File: src/rtl/switch_debounce.sv
// Debounces N_CH raw slide-switch inputs: a 2-flop synchronizer followed by a per-channel
// stability counter. Emits registered level, rise/fall strobes and a combined change pulse.
module switch_debounce #(
  parameter int N_CH    = 4,
  parameter int CNT_MAX = 1_000_000
) (
  input  logic            sys_clk,
  input  logic            sys_rst,
  input  logic [N_CH-1:0] sw_raw,
  output logic [N_CH-1:0] sw_db,
  output logic [N_CH-1:0] sw_rise,
  output logic [N_CH-1:0] sw_fall,
  output logic            sw_chg
);

  localparam int              CNT_W    = $clog2(CNT_MAX);
  localparam logic [CNT_W-1:0] CNT_LAST = CNT_W'(CNT_MAX - 1);

  logic [N_CH-1:0]  s0_q, s1_q;
  logic [N_CH-1:0]  db_q, db_d;
  logic [N_CH-1:0]  rise_q, rise_d;
  logic [N_CH-1:0]  fall_q, fall_d;
  logic             chg_q, chg_d;
  logic [CNT_W-1:0] cnt_q [N_CH];
  logic [CNT_W-1:0] cnt_d [N_CH];

  // A sample that matches the accepted level restarts that channel's window.
  always_comb begin
    // NOTE: every output of this block gets a default first so no path can infer a latch.
    db_d   = db_q;
    rise_d = '0;
    fall_d = '0;
    for (int ch = 0; ch < N_CH; ch++) begin
      cnt_d[ch] = '0;
      if (s1_q[ch] != db_q[ch]) begin
        if (cnt_q[ch] == CNT_LAST) begin
          db_d[ch]   = s1_q[ch];
          rise_d[ch] = s1_q[ch];
          fall_d[ch] = ~s1_q[ch];
        end else begin
          cnt_d[ch] = cnt_q[ch] + 1'b1;
        end
      end
    end
    chg_d = |(rise_d | fall_d);
  end

  // NOTE: state registers use non-blocking assignments so all flops update from pre-edge values.
  always_ff @(posedge sys_clk) begin
    if (sys_rst) begin
      s0_q   <= '0;
      s1_q   <= '0;
      db_q   <= '0;
      rise_q <= '0;
      fall_q <= '0;
      chg_q  <= 1'b0;
      // NOTE: the counter array is a handful of flops, not a RAM, so it is reset like any register.
      for (int ch = 0; ch < N_CH; ch++) cnt_q[ch] <= '0;
    end else begin
      s0_q   <= sw_raw;
      s1_q   <= s0_q;
      db_q   <= db_d;
      rise_q <= rise_d;
      fall_q <= fall_d;
      chg_q  <= chg_d;
      for (int ch = 0; ch < N_CH; ch++) cnt_q[ch] <= cnt_d[ch];
    end
  end

  assign sw_db   = db_q;
  assign sw_rise = rise_q;
  assign sw_fall = fall_q;
  assign sw_chg  = chg_q;

endmodule

File: config.mk
export PLATFORM = sky130hd
export DESIGN_NAME = switch_debounce
export DESIGN_NICKNAME = d
export VERILOG_FILES = /design/src/rtl/switch_debounce.sv
export SDC_FILE = /design/constraint.sdc
export NUM_CORES = 1
export LEC_CHECK = 0
export CAP_MARGIN = 10
export CORE_UTILIZATION = 40
export CTS_CLUSTER_DIAMETER = 30
export DETAILED_ROUTE_END_ITERATION = 10
export PLACE_DENSITY = 0.7
export SYNTH_ARGS = -nofsm -noshare
export SYNTH_HDL_FRONTEND = slang
export SYNTH_SLANG_ARGS = --single-unit
File: constraint.sdc
create_clock -name sys_clk -period 2 [get_ports sys_clk]
set_input_delay 0.2 -clock sys_clk [delete_from_list [all_inputs] [get_ports sys_clk]]
set_output_delay 0.2 -clock sys_clk [all_outputs]
set_load 0.03 [all_outputs]
[Word-level counts from Yosys, hierarchy flattened]
Memories as Yosys holds them, arrays and structs flattened.
Index checks and enable logic that the tools add are counted.
Operators by class
  equal/unequal tests: 8
  reductions and logical operators: 5
  bitwise operators: 9
  muxes and demuxes: 31
  $add $sub $neg: 4
Operators with widths (count)
  20-bit 2-to-1 mux: 12
  20-bit by 1-bit adder with 20-bit output (second input constant): 4
  20-bit == test (second input constant): 4
  1-bit 2-to-1 mux: 19
  2-bit AND reduction: 4
  1-bit inequality test: 4
  1-bit NOT: 4
  1-bit OR: 4
  4-bit OR: 1
  4-bit OR reduction: 1
Word-level totals
  memories: 1
  output and inout port bits: 13
  bits in registers: 21
  bits in writable memories: 80
Memories
  cnt_q: depth 4, bits a word 20, read ports 4, clocked after memory_dff 0, write ports 4, RTL line 24  | logic [CNT_W-1:0] cnt_q [N_CH];

[Logic depth before layout (Yosys ltp)]
Gate-level depths: netlist of run 1.
  depth after elaboration: 5
  depth in mapped cells: 7
  mapped depth without buffers: 6

[Worst setup path after synthesis of run 1]
Ideal clock, no wire load.
  kind: reg-to-reg
  start point: memory cnt_q[3][11] in the netlist's numbering
  end point: memory cnt_q[3][11] in the netlist's numbering
  clock period less this slack: 1986 ps
  data arrival time: 1872 ps
  stages on the path, launching flop included: 8
  path slack: 14 ps
  path buffers: 2
  data required time: 1885 ps
  library setup time: 115 ps
  path through: dfxtp_1 or4b_1 or4_4 nor3_4 or2_1 buf_6 buf_12 nor2_1
RTL lines (RTL line)
  start: declaration: 24

==> impl_metrics.tcl, run 1 <==
set metrics [dict create \
    yosysWarnings 0 \
    dp_cells 610 \
    netlist_area_um2 4104 \
    hold_end "s0_q[2]" \
    synth_edf_count 0 \
    worstSetupPathType "reg2reg" \
    leakagePower_nw 1.602 \
    tightestPinTransition_ns 0.5655 \
    max-vdd-ir-drop_mv 0.3886 \
    max_stage_delay_ns 0.51 \
    synth_area_leaders "dfxtp_1, xor2_1, nor2_1, xnor2_1, nand3_1" \
    holdPathStages 2 \
    dr_total_vias 3027 \
    yosys.area.top_type "dfxtp_1" \
    async_flop_share_pct 0 \
    num_antenna_cells 0 \
    postCtsHoldBufs 0 \
    cap_viol_max_count 0 \
    setup_tns_ns 0 \
    syn-num-nets 462 \
    die_height_um 103.3 \
    via_per_inst 4.828 \
    synth_cell_types 32 \
    clk_pin_slew_ns 0.09 \
    syn_area_per_cell_um2 9.080 \
    hold_start "sw_raw[2]" \
    grt_max_degree 21 \
    cts_max_path_buffers 2 \
    r2r-end "cnt_q[3][4]" \
    ys_ff_latch 101 \
    layout_setup_ws_ns 0.09302 \
    rrSetupSlack_ns 0.09 \
    grt_pass1_vias 2847 \
    worst_setup_path_start_kind "flip-flop" \
    gp_congestion 0.7649 \
    cpMaxStageDelayCell "or4b_1" \
    netlist.area_leader.share_pct 49.27 \
    antenna_found_initial 0 \
    num_rows 36 \
    finalCritPeriodShare_pct 95.35 \
    max_freq_ghz 0.5244 \
    clkLatencyLatePin_ns 0.36 \
    io_buffers 18 \
    dieArea_um2 10670 \
    synth_ff_type "dfxtp_1" \
    num_io_pins 19 \
    setup_viol 0 \
    path_max_fanout 9 \
    rsz0062_at_grt "false" \
    nets 499 \
    clock-sinks 101 \
    wl_per_cell_um 11.56 \
    hpwl_um 5062 \
    synth_cells 452 \
    r2r_start "cnt_q[3][11]" \
    cts_tree "built" \
    gr-total-overflow 0 \
    end_kind "flip-flop" \
    worstPathCellList "or4b_1 > or4_4 > nor3_4 > or2_4 > clkbuf_16 > nor2_1" \
    core-area_um2 9864 \
    yosys.cell_count.top_type "nor2_1" \
    drt_first_iter_violations 97 \
    outcome "finished clean" \
    hold_path_class "in2reg" \
    grt_pass1_wl_um 12260 \
    drt-total-wl_um 7247 \
    root_buffer "clkbuf_8" \
    die_width_um 103.3 \
    drive_above_1_share_pct 7.490 \
    finalHoldViolCount 0 \
    ant_nets 0 \
    powerDensity_nw_per_um2 714.6 \
    syn2layout_area_growth_pct 16.10 \
    max_slew_margin_pct 61.95 \
    drt_first_pass_iters 6 \
    path_buf_inv 1 \
    place_ws_ns 0.04811 \
    cp_top_family "simple AND/OR/NAND/NOR gates" \
    drv_slew 0 \
    htreeDepth 3 \
    fin_skew_ns 0.01447 \
    cts_made_buffers 9 \
    start_util_pct 41.60 \
    cp.required_ns 2.26 \
    cp_num_cells 6 \
    final_cells 627 \
    synth_commonest_cells "nor2_1, dfxtp_1, xor2_1, nand3_1, xnor2_1" \
    yosysSeqAreaShare_pct 49.27 \
    period_needed_ns 1.907 \
    track_usage_pct 14.76 \
    rr_worst_depth 6 \
    critPathArrivalTime_ns 2.17 \
    drc 0 \
]
## kinds of logic (layout without fill, tap and decap cells)
group	count (synthesis)	in the layout	synth area share [%]
adder cells (fa/ha/maj)	4	4	1.220
multiplexers	4	4	0.9756
buffers and inverters	18	60	2.287
AND/OR/NAND/NOR	246	246	29.63
XOR/XNOR	75	75	16.01
AO/OA/AOI/OAI	4	4	0.6097
flip-flops	101	101	49.27
## worst reg2reg max path: cells and delay by family, from the launching register on
kind          cells  cell delay [ns]
flops             1             0.32
simple gates      5             1.34
buf+inv           1             0.16
## timing repair
item,CTS,global route
endpoints found under the hold margin,0,0
resized for setup,0,3
setup endpoints to repair,0,34
buffers inserted,0,0
## per-stage QoR
| stage | util, % | hold WS (ns) | area, um^2 | power (W) |
|---|---|---|---|---|
| floorplan | - | 0.3282 | 4104 | 0.002102 |
| global placement | 45.89 | 0.4223 | 4527 | 0.002122 |
| detailed placement | 45.89 | 0.4451 | 4527 | 0.002123 |
| CTS | 47.95 | 0.3798 | 4730 | 0.003429 |
| global route | 48.30 | 0.3783 | 4765 | 0.003530 |
| finish | 48.30 | 0.3882 | 4765 | 0.003405 |
## per-layer routing
layer	GRT usage, %	wire, um
met5	0	0
met4	5.850	109
met3	3.427	167
met2	23.49	3249
met1	19.45	3721
## how the worst max path moves through the flow
stage                       startpoint            to
final                     cnt_q[3][11]   cnt_q[3][4]
after global routing      cnt_q[0][10]   cnt_q[0][5]
after CTS                 cnt_q[3][11]   cnt_q[3][3]
after detailed placement  cnt_q[3][11]  cnt_q[3][17]
after global placement    cnt_q[3][11]   cnt_q[3][4]
after floorplan           cnt_q[3][11]  cnt_q[3][11]
## where the power goes
| group | leakage [nW] | total (W) | internal, W | switching (W) |
|---|---|---|---|---|
| sequential | 0.816 | 0.00203 | 0.00202 | 0.00000725 |
| clock | 0.104 | 0.00132 | 0.000649 | 0.000675 |
| combinational | 0.683 | 0.0000536 | 0.0000263 | 0.0000273 |
| total | 1.60 | 0.00340 | 0.00269 | 0.000710 |
## state kept, by name, indices dropped and copies added, names as in the netlist
register / cells
sw_chg: 1
s0_q: 4
sw_rise: 4
sw_db: 4
sw_fall: 4
s1_q: 4
cnt_q: 80
## placed cells by master, fill, tap and decap left out, types with 3 or more instances in the layout
cell type / n
nand3_1: 38
nor4_1: 9
xor2_1: 45
dfxtp_1: 100
clkdlybuf4s50_1: 18
xnor2_1: 30
and3_1: 14
nand2_1: 25
nor2b_1: 9
clkbuf_8: 11
nor4b_1: 4
nor3_1: 10
mux2i_1: 4
nand2b_1: 3
and4_1: 7
buf_4: 16
nor2_1: 102
nand4_1: 15
inv_1: 8
ha_1: 4
## cell type report
cell class | instances | area [um^2]
clock buffer | 13 | 158.9
clock inverter | 3 | 43.79
fill | 919 | 5100
inverter | 8 | 30.03
multi-input combinational | 333 | 1997
sequential | 101 | 2023
tap | 133 | 166.4
timing repair buffer | 36 | 345.3
Power figures use the tool's default switching activity.
==> inputs of run 2 (changes only) <==
Settings changed: ABC_CLOCK_PERIOD_IN_PS set to 2000.
==> results of run 2 <==
Final layout, timing and power as in run 1 (identical DEF).
==> inputs of run 3 (changes only) <==
Settings changed: HOLD_SLACK_MARGIN set to 0.15.
==> results of run 3 <==
Final layout, timing and power as in run 1 (identical DEF).
